===== src/rtl/snake_pkg.sv =====
// Shared defaults, drive polarities and width helper for the snake matrix scan.
package snake_pkg;

    localparam int DEF_ROWS         = 8;
    localparam int DEF_COLS         = 8;
    localparam int DEF_DWELL        = 4;
    localparam int DEF_BLINK_FRAMES = 2;

    // Row cathodes sink current (active low), column anodes source it (active high).
    localparam logic ROW_ON = 1'b0;
    localparam logic COL_ON = 1'b1;

    // Index width for a count of n items, never narrower than one bit.
    function automatic int clog2w(input int n);
        return (n <= 2) ? 1 : $clog2(n);
    endfunction

endpackage


===== src/rtl/snake_matrix_scan_if.sv =====
// Load port and pin-side outputs of the snake matrix scan; master = game logic, slave = driver.
interface snake_matrix_scan_if
    import snake_pkg::*;
#(
    parameter int ROWS = DEF_ROWS,
    parameter int COLS = DEF_COLS
);
    localparam int IW = clog2w(ROWS * COLS);
    localparam int RW = clog2w(ROWS);

    logic                   in_load;
    logic [ROWS*COLS-1:0]   in_led_array_flat;
    logic                   in_blink_en;
    logic [IW-1:0]          in_blink_index;
    logic [ROWS-1:0]        out_row_cathode;
    logic [COLS-1:0]        out_column_anode;
    logic [RW-1:0]          out_row_index;
    logic                   out_frame_done;
    logic                   out_load_pending;

    modport master (
        output in_load, in_led_array_flat, in_blink_en, in_blink_index,
        input  out_row_cathode, out_column_anode, out_row_index, out_frame_done, out_load_pending
    );

    modport slave (
        input  in_load, in_led_array_flat, in_blink_en, in_blink_index,
        output out_row_cathode, out_column_anode, out_row_index, out_frame_done, out_load_pending
    );

endinterface


===== src/rtl/snake_scan_counter.sv =====
// Dwell and row counters for the matrix scan; flags the blanking slot and the frame-end cycle.
module snake_scan_counter
    import snake_pkg::*;
#(
    parameter int ROWS  = DEF_ROWS,
    parameter int DWELL = DEF_DWELL
) (
    input  logic                      clk,
    input  logic                      srst,
    output logic [clog2w(ROWS)-1:0]   row_idx,
    output logic                      slot_blank,
    output logic                      frame_end
);
    localparam int RW = clog2w(ROWS);
    localparam int DW = clog2w(DWELL);
    localparam logic [RW-1:0] ROW_LAST   = RW'(ROWS - 1);
    localparam logic [DW-1:0] DWELL_LAST = DW'(DWELL - 1);

    logic [DW-1:0] dwell_reg;
    logic [RW-1:0] row_reg;

    always_ff @(posedge clk) begin
        if (srst) begin
            dwell_reg <= '0;
            row_reg   <= '0;
        end else if (dwell_reg == DWELL_LAST) begin
            dwell_reg <= '0;
            row_reg   <= (row_reg == ROW_LAST) ? '0 : row_reg + 1'b1;
        end else begin
            dwell_reg <= dwell_reg + 1'b1;
        end
    end

    assign row_idx    = row_reg;
    assign slot_blank = (dwell_reg == '0);
    assign frame_end  = (row_reg == ROW_LAST) && (dwell_reg == DWELL_LAST);

endmodule


===== src/rtl/snake_matrix_scan.sv =====
// Row-multiplexed LED matrix driver with double-buffered frame load and frame-aligned swap.
// Optional cell blinking is built when SNAKE_BLINK_EN is defined.
module snake_matrix_scan
    import snake_pkg::*;
#(
    parameter int ROWS         = DEF_ROWS,
    parameter int COLS         = DEF_COLS,
    parameter int DWELL        = DEF_DWELL,
    parameter int BLINK_FRAMES = DEF_BLINK_FRAMES
) (
    input  logic                  in_clka,
    input  logic                  in_restart,
    snake_matrix_scan_if.slave    bus
);
    localparam int N  = ROWS * COLS;
    localparam int RW = clog2w(ROWS);

    logic [RW-1:0]   row_idx;
    logic            slot_blank;
    logic            frame_end;

    logic [N-1:0]    active_reg;
    logic [N-1:0]    shadow_reg;
    logic            pending_reg;
    logic [N-1:0]    blink_mask;
    logic [N-1:0]    display;
    logic [COLS-1:0] row_data [ROWS];

    logic [ROWS-1:0] cathode_reg, cathode_next;
    logic [COLS-1:0] anode_reg, anode_next;
    logic [RW-1:0]   row_index_reg;
    logic            frame_done_reg;

    snake_scan_counter #(
        .ROWS  (ROWS),
        .DWELL (DWELL)
    ) u_counter (
        .clk        (in_clka),
        .srst       (in_restart),
        .row_idx    (row_idx),
        .slot_blank (slot_blank),
        .frame_end  (frame_end)
    );

`ifdef SNAKE_BLINK_EN
    localparam int BW = clog2w(BLINK_FRAMES);
    localparam logic [BW-1:0] BLINK_LAST = BW'(BLINK_FRAMES - 1);

    logic [BW-1:0] blink_cnt_reg;
    logic          phase_reg;

    // Phase flips after every BLINK_FRAMES completed frames while blinking is enabled.
    always_ff @(posedge in_clka) begin
        if (in_restart || !bus.in_blink_en) begin
            blink_cnt_reg <= '0;
            phase_reg     <= 1'b0;
        end else if (frame_end) begin
            if (blink_cnt_reg == BLINK_LAST) begin
                blink_cnt_reg <= '0;
                phase_reg     <= ~phase_reg;
            end else begin
                blink_cnt_reg <= blink_cnt_reg + 1'b1;
            end
        end
    end

    always_comb begin
        blink_mask = '0;
        if (phase_reg && bus.in_blink_en && (int'(bus.in_blink_index) < N))
            blink_mask[bus.in_blink_index] = 1'b1;
    end
`else
    logic unused_blink;
    assign unused_blink = ^{bus.in_blink_en, bus.in_blink_index, BLINK_FRAMES[0]};
    assign blink_mask   = '0;
`endif

    assign display = active_reg & ~blink_mask;

    genvar gi;
    for (gi = 0; gi < ROWS; gi++) begin : g_rows
        assign row_data[gi] = display[gi*COLS +: COLS];
    end

    always_comb begin
        cathode_next = {ROWS{~ROW_ON}};
        anode_next   = {COLS{~COL_ON}};
        if (!slot_blank) begin
            cathode_next[row_idx] = ROW_ON;
            anode_next            = row_data[row_idx] ^ {COLS{~COL_ON}};
        end
    end

    always_ff @(posedge in_clka) begin
        if (in_restart) begin
            active_reg     <= '0;
            shadow_reg     <= '0;
            pending_reg    <= 1'b0;
            cathode_reg    <= {ROWS{~ROW_ON}};
            anode_reg      <= {COLS{~COL_ON}};
            row_index_reg  <= '0;
            frame_done_reg <= 1'b0;
        end else begin
            if (bus.in_load)
                shadow_reg <= bus.in_led_array_flat;
            // A load landing on the swap cycle bypasses the shadow straight into the active frame.
            if (frame_end && bus.in_load)
                active_reg <= bus.in_led_array_flat;
            else if (frame_end && pending_reg)
                active_reg <= shadow_reg;
            if (frame_end)
                pending_reg <= 1'b0;
            else if (bus.in_load)
                pending_reg <= 1'b1;
            cathode_reg    <= cathode_next;
            anode_reg      <= anode_next;
            row_index_reg  <= row_idx;
            frame_done_reg <= frame_end;
        end
    end

    assign bus.out_row_cathode  = cathode_reg;
    assign bus.out_column_anode = anode_reg;
    assign bus.out_row_index    = row_index_reg;
    assign bus.out_frame_done   = frame_done_reg;
    assign bus.out_load_pending = pending_reg;

endmodule


===== src/flat_wrapper.sv =====
// flat-port wrapper written by rule: the top's interface ports become plain ports
module snake_matrix_scan_flat import snake_pkg::*;
#(
    parameter int ROWS         = DEF_ROWS,
    parameter int COLS         = DEF_COLS,
    parameter int DWELL        = DEF_DWELL,
    parameter int BLINK_FRAMES = DEF_BLINK_FRAMES
)
  (in_clka, in_restart, bus_in_load, bus_in_led_array_flat, bus_in_blink_en, bus_in_blink_index, bus_out_row_cathode, bus_out_column_anode, bus_out_row_index, bus_out_frame_done, bus_out_load_pending);
  snake_matrix_scan_if #(.ROWS(ROWS), .COLS(COLS)) bus_i ();
  input  logic in_clka;
  input  logic in_restart;
  input wire logic [$bits(bus_i.in_load)-1:0] bus_in_load;
  input wire logic [$bits(bus_i.in_led_array_flat)-1:0] bus_in_led_array_flat;
  input wire logic [$bits(bus_i.in_blink_en)-1:0] bus_in_blink_en;
  input wire logic [$bits(bus_i.in_blink_index)-1:0] bus_in_blink_index;
  output wire logic [$bits(bus_i.out_row_cathode)-1:0] bus_out_row_cathode;
  output wire logic [$bits(bus_i.out_column_anode)-1:0] bus_out_column_anode;
  output wire logic [$bits(bus_i.out_row_index)-1:0] bus_out_row_index;
  output wire logic [$bits(bus_i.out_frame_done)-1:0] bus_out_frame_done;
  output wire logic [$bits(bus_i.out_load_pending)-1:0] bus_out_load_pending;
  assign bus_i.in_load = bus_in_load;
  assign bus_i.in_led_array_flat = bus_in_led_array_flat;
  assign bus_i.in_blink_en = bus_in_blink_en;
  assign bus_i.in_blink_index = bus_in_blink_index;
  assign bus_out_row_cathode = bus_i.out_row_cathode;
  assign bus_out_column_anode = bus_i.out_column_anode;
  assign bus_out_row_index = bus_i.out_row_index;
  assign bus_out_frame_done = bus_i.out_frame_done;
  assign bus_out_load_pending = bus_i.out_load_pending;
  snake_matrix_scan #(.ROWS(ROWS), .COLS(COLS), .DWELL(DWELL), .BLINK_FRAMES(BLINK_FRAMES)) u_core (.in_clka(in_clka), .in_restart(in_restart), .bus(bus_i));
endmodule

===== config.mk =====
export PLATFORM = sky130hd
export DESIGN_NAME = snake_matrix_scan_flat
export DESIGN_NICKNAME = d
export VERILOG_FILES = /design/src/rtl/snake_pkg.sv /design/src/rtl/snake_matrix_scan_if.sv /design/src/rtl/snake_scan_counter.sv /design/src/rtl/snake_matrix_scan.sv /design/src/flat_wrapper.sv
export SDC_FILE = /design/constraint.sdc
export NUM_CORES = 1
export LEC_CHECK = 0
export BUFFER_PORTS_ARGS = -buffer_cell sky130_fd_sc_hd__buf_2
export CORE_ASPECT_RATIO = 0.9
export CORE_UTILIZATION = 61
export CTS_CLUSTER_SIZE = 10
export DETAILED_ROUTE_END_ITERATION = 6
export PLACE_DENSITY = 0.84
export SYNTH_ARGS = -nofsm -noshare
export SYNTH_HDL_FRONTEND = slang
export SYNTH_SLANG_ARGS = --single-unit

===== constraint.sdc =====
create_clock -name in_clka -period 2.6 [get_ports in_clka]
set_clock_uncertainty 0.1 [all_clocks]
set_input_delay 0.26 -clock in_clka [delete_from_list [all_inputs] [get_ports in_clka]]
set_output_delay 0.26 -clock in_clka [all_outputs]
set_load 0.01 [all_outputs]

==> results.yml, run 1 <==
die:
  rows: 35
  dieArea_mm2: 0.0113
  start_util: 0.638
  core_mm2: 0.0104
  dieHeight_um: 101
  dieWidth_um: 112
  ios: 95
cts:
  cts_hold_buf: 0
  cts-resized-gates: 0
  clockRootBuffer: "clkbuf_16"
  tritoncts: "done"
  clk_pin_slew_ps: 60
  clock_latency_ps: 420
  numCtsBuffers: 17
  cts_max_path_buffers: 2
  h-tree-depth: 4
  cts_setup_buffers: 0
  clock_sinks: 154
route:
  viasPerCell: 5.80
  drt_pass1_iterations: 7
  drt_wl_total_um: 15400
  ant_nets: 0
  vias: 5539
  drt_iter0_drc: 523
  wl_per_cell_um: 16.1
  drc: 7
timing:
  fmax_mhz: 472
  rsz0062_at_grt: "false"
  fin_crit_sh: 0.816
  finalHoldViolations: 0
  tightest_slew_ps: 889
  relSlewSlack: 0.405
  tns_ps: 0
  setup_viol: 0
  slew_violations: 0
  hold_ws_ps: 3.42
  period_minus_slack_ps: 2120
grt:
  antenna_found_initial: 0
  grt_overflow: 0
  grt_pass1_wl_um: 24900
  grt_pass1_vias: 5201
  grt_max_degree: 137
  grt_usage: 0.283
synthesis:
  postSynthCellCount: 766
  synth_cell_types: 25
  yosys_most_used_dff: "dfxtp_1"
  synth-seq-area-share: 0.466
  synthArstFlopShare: 0
  ys_warn_count: 0
  synth_edf_count: 0
  post_synth.cell_area_avg_um2: 8.64
  netlist_area_mm2: 0.00662
  synth.net_count: 844
  synth_seq_cells: 154
power_and_ir_drop:
  seqPwrFrac: 0.480
  p_leak_uw: 0.00263
  p_per_area_mw_per_mm2: 681
  p_int_uw: 3930
  combPwrFrac: 0.066
  p_sw_uw: 1210
  ir_drop_v: 0.000517
  switching_share: 0.235
  clkPwrFrac: 0.454
worst_setup_path:
  cp_top_family: "buffers and inverters"
  crit_chain: "ha_1, ha_1, o211ai_4, buf_4, nand2_1, a21oi_1"
  path_max_fanout: 64
  worst-setup-path-type: "register to register"
  critPathSlowestCell: "buf_4"
  worst_path_most_repeated_cell: "ha_1"
  crit_start: "u_core.u_counter.row_idx[1]"
  reg2reg_from: "u_core.u_counter.row_idx[1]"
  path_buf_inv: 1
  cp.arrival_ps: 2360
  setup.worst_path.end_class: "register"
  required_ps: 2840
  cp-start-kind: "register"
  critical-path-max-stage-delay_ps: 560
placed_design:
  portBuffers: 87
  routabilityCongestion: 0.821
  dpl.hpwl_um: 9520
  place_inst: 923
finish:
  drive_gt1_frac: 0.157
  final_cells: 955
  fillers: 748
  synthToLayoutAreaGrowth_pct: 14.0
  diodes: 0
  final_util: 0.727
  fin_nets: 891
status:
  status: "complete, but fails checks"
  violations: "DRC"
job:
  cap_violations: 0
hold_path:
  hp-class: "input pin to register"
  hold_path_startpoint: "bus_in_led_array_flat[4]"
## tightest hold or removal path: cells and delay by family
kind,cells,cell delay (ps)
AOI/OAI and AO/OA,1,60
buffers and inverters,1,100
and+or+nand+nor,1,70
## power groups by stage
stage	clock network, uW	logic (uW)	registers (uW)
6_report	2330	340	2470
5_1_grt	2460	375	2470
4_1_cts	2340	338	2470
3_5_place_dp	0	334	2520
3_3_place_gp	0	320	2510
2_1_floorplan	0	243	2500
## final timing paths
check                           cells after the start  slack (ps)                    end
worst min register to register                      2         350  u_core.active_reg[57]
worst max register to register                      6         480  u_core.active_reg[12]
worst min-delay path                                3           3   u_core.shadow_reg[4]
worst max-delay path                                6         480  u_core.active_reg[12]
## cells in the mapped netlist (all sizes together), types with 4 or more instances
master	number	area [um^2]
dfxtp	154	3080
nand2	133	499
a21oi	128	641
nand2b	66	413
a21o	64	480
nand3b	64	480
buf	37	208
mux2i	35	350
clkbuf	31	116
o22ai	16	100
nor2	8	30.0
o21a	8	60.1
nor2b	5	31.3
ha	4	50.1
nand3	4	20.0
## layout make-up
cell class | instances | area (um^2) | area share
clock buffer | 22 | 464 | 0.0615
clock inverter | 10 | 93.8 | 0.0124
inverter | 2 | 7.51 | 0.000994
multi-input combinational | 542 | 3220 | 0.426
sequential | 154 | 3090 | 0.409
tap | 129 | 161 | 0.0214
timing repair buffer | 96 | 520 | 0.0689
## layout by cell type, fill, tap and decap left out, types with 2 or more instances in the layout
cell type / n
dfxtp_1: 152
nand2_1: 132
a21oi_1: 128
buf_2: 85
nand2b_1: 66
nand3b_1: 64
a21o_1: 64
mux2i_1: 35
clkbuf_16: 17
o22ai_1: 16
buf_4: 10
nor2_1: 8
o21a_1: 8
clkinvlp_4: 6
nor2b_1: 5
nand3_1: 4
ha_1: 4
clkbuf_1: 3
inv_1: 2
nor3_1: 2
clkbuf_8: 2
clkinv_2: 2
dfxtp_2: 2
## logic make-up (layout without fill, tap and decap cells)
family                   count (synthesis)  count (layout)  share of synthesized area
AND/OR/NAND/NOR                        285             285                      0.227
buffers and inverters                   70             130                     0.0501
AO/OA/AOI/OAI                          218             218                      0.197
flip-flops                             154             154                      0.466
multiplexers                            35              35                     0.0529
adder cells (fa/ha/maj)                  4               4                    0.00756
## stage by stage
step / area [um^2] / power [uW] / setup WS [ps]
after floorplan: 6620 / 2750 / 1100
after global placement: 6990 / 2830 / 656
after detailed placement: 6990 / 2850 / 555
after CTS: 7550 / 5140 / 505
after global routing: 7550 / 5310 / 339
final: 7550 / 5140 / 479
## per-layer routing
layer	track usage	share of wire
met1	0.350	0.44
met2	0.469	0.48
met3	0.0637	0.049
met4	0.144	0.032
met5	0	0
(Power assumes the default switching activity.)
==> inputs of run 2 (changes only) <==
Settings changed: CORE_UTILIZATION 61 to 51, PLACE_DENSITY 0.84 to 0.75.
Clock period 2.6 ns to 1.9 ns, I/O delays scaled along.
==> results.yml, run 2 (synthesized netlist as in run 1, its figures left out) <==
status:
  status: "complete, no violations"
power_and_ir_drop:
  seqPwrFrac: 0.460
  clkPwrFrac: 0.459
  p_per_area_mw_per_mm2: 871
  p_leak_uw: 0.00302
  combPwrFrac: 0.081
  p_sw_uw: 1610
  switching_share: 0.221
  ir_drop_v: 0.000676
  p_int_uw: 5710
grt:
  grt_pass1_vias: 5288
  grt_max_degree: 75
  grt_pass1_wl_um: 25200
  grt_overflow: 0
  antenna_found_initial: 0
  grt_usage: 0.245
worst_setup_path:
  reg2reg_from: "u_core.u_counter.row_idx[0]"
  crit_start: "u_core.u_counter.row_idx[0]"
  setup.worst_path.end_class: "register"
  cp-start-kind: "register"
  regToRegEndpoint: "u_core.active_reg[9]"
  path_max_fanout: 65
  r2r_cells: 6
  worst-setup-path-type: "register to register"
  required_ps: 2100
  reg2reg_slack_ps: 220
  cp.arrival_ps: 1880
route:
  wl_per_cell_um: 15.2
  viasPerCell: 5.35
  drc: 0
  drt_wl_total_um: 16100
  ant_nets: 0
  vias: 5678
  drt_iter0_drc: 364
  drt_pass1_iterations: 7
cts:
  cts_setup_buffers: 0
  h-tree-depth: 4
  clk_pin_slew_ps: 60
  tritoncts: "done"
  clock_latency_ps: 420
  cts_hold_buf: 64
  numCtsBuffers: 17
  clock_sinks: 154
  clockRootBuffer: "clkbuf_16"
  cts_max_path_buffers: 2
  cts-resized-gates: 0
placed_design:
  routabilityCongestion: 0.783
  place_area_mm2: 0.00717
  place_inst: 966
  dpl.hpwl_um: 9890
  portBuffers: 87
die:
  dieWidth_um: 122
  core_mm2: 0.0127
  rows: 39
  start_util: 0.522
  dieHeight_um: 110
  ios: 95
  dieArea_mm2: 0.0134
hold_path:
  hold_path_startpoint: "in_restart"
  hp-class: "input pin to register"
  hold_depth: 2
  min_to: "u_core.bus.out_frame_done"
timing:
  tns_ps: 0
  fmax_mhz: 597
  finalHoldViolations: 0
  hold_ws_ps: 19.8
  slew_violations: 0
  fin_crit_sh: 0.882
  period_minus_slack_ps: 1680
  rsz0062_at_grt: "false"
  tightest_slew_ps: 477
  setup_viol: 0
  relSlewSlack: 0.679
finish:
  diodes: 0
  final_cells: 1062
  final_cell_mix: "dfxtp_1, nand2_1, a21oi_1"
  drive_gt1_frac: 0.155
  fin_area_mm2: 0.00840
  synthToLayoutAreaGrowth_pct: 26.9
  fin_nets: 963
  layout_commonest_cell: "dfxtp_1"
job:
  cap_violations: 0
[run 2: cell count changes in the layout (fill, tap and decap cells not counted), sizes merged]
cell         delta
dlygate4sd3    +64
buf             +8
bufinv          +1
clkinvlp        -6
clkinv          +4
clkbuf          +2
inv             -1
[run 2: final cells by class]
class                           instances  area (um^2)
Tap cell                              164          205
Timing Repair Buffer                  168         1300
Multi-Input combinational cell        542         3220
Clock buffer                           24          502
Inverter                                2         7.51
Fill cell                            1020         4280
Clock inverter                          8         90.1
Sequential cell                       154         3090
[run 2: power groups by stage]
| stage | clock network, uW | logic [uW] | registers, uW |
|---|---|---|---|
| floorplan | 0 | 333 | 3420 |
| global placement | 0 | 467 | 3430 |
| detailed placement | 0 | 482 | 3440 |
| CTS | 3400 | 586 | 3370 |
| global route | 3520 | 653 | 3380 |
| finish | 3360 | 592 | 3370 |
[run 2: worst max-delay path by stage]
stage	to	slack (ps)	cells after the start
after floorplan	u_core.active_reg[42]	400	7
after global placement	u_core.active_reg[9]	260	6
after detailed placement	u_core.active_reg[9]	250	6
final	u_core.active_reg[9]	220	6
after CTS	u_core.active_reg[0]	230	6
after global routing	u_core.active_reg[0]	100	6
[run 2: layer usage]
layer,up-vias,track usage,part of all wire
met5,-,0,0
met4,0,0.0871,0.016
met3,21,0.0453,0.042
met2,131,0.416,0.49
met1,2690,0.311,0.46
li1,2836,-,-
[run 2: critical path: stages (launching register included)]
cell and delay, ps:
dfxtp_2 320, ha_1 200, ha_1 260, nand2_2 120, buf_12 290, a21o_1 170
a21oi_1 70
[run 2: through the flow]
step	total power, uW	setup slack [ps]	util
6_report	7320	224	0.662
5_1_grt	7550	105	0.662
4_1_cts	7350	227	0.662
3_5_place_dp	3920	246	0.565
3_3_place_gp	3900	256	0.565
2_1_floorplan	3760	396	-
==> inputs of run 3 (changes only) <==
Settings changed: ABC_AREA set to 0, CORE_UTILIZATION 51 to 57, PLACE_DENSITY 0.75 to 0.79.
Clock period 1.9 ns to 1.81 ns, I/O delays scaled along.
==> results.yml, run 3 (synthesized netlist as in run 1, its figures left out) <==
worst_setup_path:
  reg2reg_from: "u_core.u_counter.row_idx[0]"
  required_ps: 2060
  regToRegEndpoint: "u_core.active_reg[9]"
  worst-setup-path-type: "register to register"
  path_max_fanout: 22
  reg2reg_slack_ps: 110
  r2r_cells: 6
  cp-start-kind: "register"
  setup.worst_path.end_class: "register"
  cp.arrival_ps: 1950
timing:
  tightest_slew_ps: 626
  period_minus_slack_ps: 1700
  fin_ws_ps: 110
  tns_ps: 0
  fmax_mhz: 588
  fin_crit_sh: 0.939
  finalHoldViolations: 0
  slew_violations: 0
  hold_ws_ps: 154
  rsz0062_at_grt: "false"
  setup_viol: 0
  relSlewSlack: 0.582
cts:
  cts_setup_buffers: 0
  clock_latency_ps: 430
  clk_pin_slew_ps: 60
  tritoncts: "done"
  cts_max_path_buffers: 2
  clock_sinks: 154
  numCtsBuffers: 17
  clockRootBuffer: "clkbuf_16"
  h-tree-depth: 4
hold_path:
  min_to: "u_core.shadow_reg[40]"
  hold_path_startpoint: "bus_in_load"
  hp-class: "input pin to register"
  hold_depth: 3
die:
  dieHeight_um: 104
  dieArea_mm2: 0.0121
  rows: 36
  core_mm2: 0.0111
  ios: 95
  start_util: 0.597
  dieWidth_um: 116
status:
  status: "complete, no violations"
route:
  drc: 0
  vias: 5804
  drt_pass1_iterations: 5
  wl_per_cell_um: 15.8
  viasPerCell: 5.53
  ant_nets: 0
  drt_iter0_drc: 380
  drt_wl_total_um: 16600
grt:
  grt_max_degree: 138
  grt_overflow: 0
  grt_pass1_wl_um: 27100
  antenna_found_initial: 0
  grt_usage: 0.294
  grt_pass1_vias: 5769
finish:
  synthToLayoutAreaGrowth_pct: 27.9
  fin_nets: 965
  diodes: 0
  drive_gt1_frac: 0.154
  final_cell_mix: "dfxtp_1, nand2_1, a21oi_1"
  fin_area_mm2: 0.00847
  layout_commonest_cell: "dfxtp_1"
job:
  cap_violations: 0
power_and_ir_drop:
  ir_drop_v: 0.000772
  p_per_area_mw_per_mm2: 958
  total_power_uw: 8110
  p_leak_uw: 0.00305
placed_design:
  portBuffers: 87
  place_area_mm2: 0.00716
  routabilityCongestion: 0.758
  dpl_worst_slack_ps: 141
  dpl.hpwl_um: 9730
run 3: worst max path at each step:
| stage | slack [ps] | endpoint | from |
|---|---|---|---|
| after floorplan | 310 | u_core.active_reg[42] | u_core.u_counter.row_idx[0] |
| after global placement | 200 | u_core.active_reg[9] | u_core.u_counter.row_idx[0] |
| after detailed placement | 140 | u_core.active_reg[19] | u_core.u_counter.row_idx[0] |
| after CTS | 120 | u_core.active_reg[9] | u_core.u_counter.row_idx[0] |
| after global routing | 20 | u_core.active_reg[9] | u_core.u_counter.row_idx[0] |
| final | 110 | u_core.active_reg[9] | u_core.u_counter.row_idx[0] |
run 3: stage by stage:
step                 util  std cells
global route        0.764       1049
CTS                 0.764       1049
finish              0.764       1049
detailed placement  0.646        955
global placement    0.646        955
floorplan               -        766
run 3: layout make-up:
| cell class | count | area [um^2] |
|---|---|---|
| sequential | 154 | 3090 |
| multi-input combinational | 542 | 3220 |
| timing repair buffer | 170 | 1310 |
| clock buffer | 20 | 457 |
| fill | 782 | 2620 |
| tap | 152 | 190 |
| clock inverter | 9 | 195 |
| inverter | 2 | 7.51 |
run 3: worst max-delay path, cell delays in order, from the launching register on:
cell     delay [ps]
dfxtp_2         370
ha_1            170
ha_1            270
nand2_2         120
buf_4           250
a21o_1          190
a21oi_1         150
run 3: routing by layer:
metal / vias up / global-route usage / wire [um]
met5: - / 0 / 0
met4: 0 / 0.130 / 454
met3: 36 / 0.0676 / 752
met2: 184 / 0.494 / 8210
met1: 2742 / 0.354 / 7140
li1: 2842 / - / -
run 3: what timing repair did:
| item | in CTS | in global routing |
|---|---|---|
| endpoints found under the hold margin | 73 | 0 |
| gates resized for setup | 0 | 0 |
| hold buffers | 65 | 0 |
run 3: power breakdown:
part	leakage [uW]	internal, uW	total [uW]	switching [uW]
sequential	0.00125	3480	3540	52.3
combinational	0.00147	317	640	323
clock	0.000322	2630	3930	1310
total	0.00305	6430	8110	1680
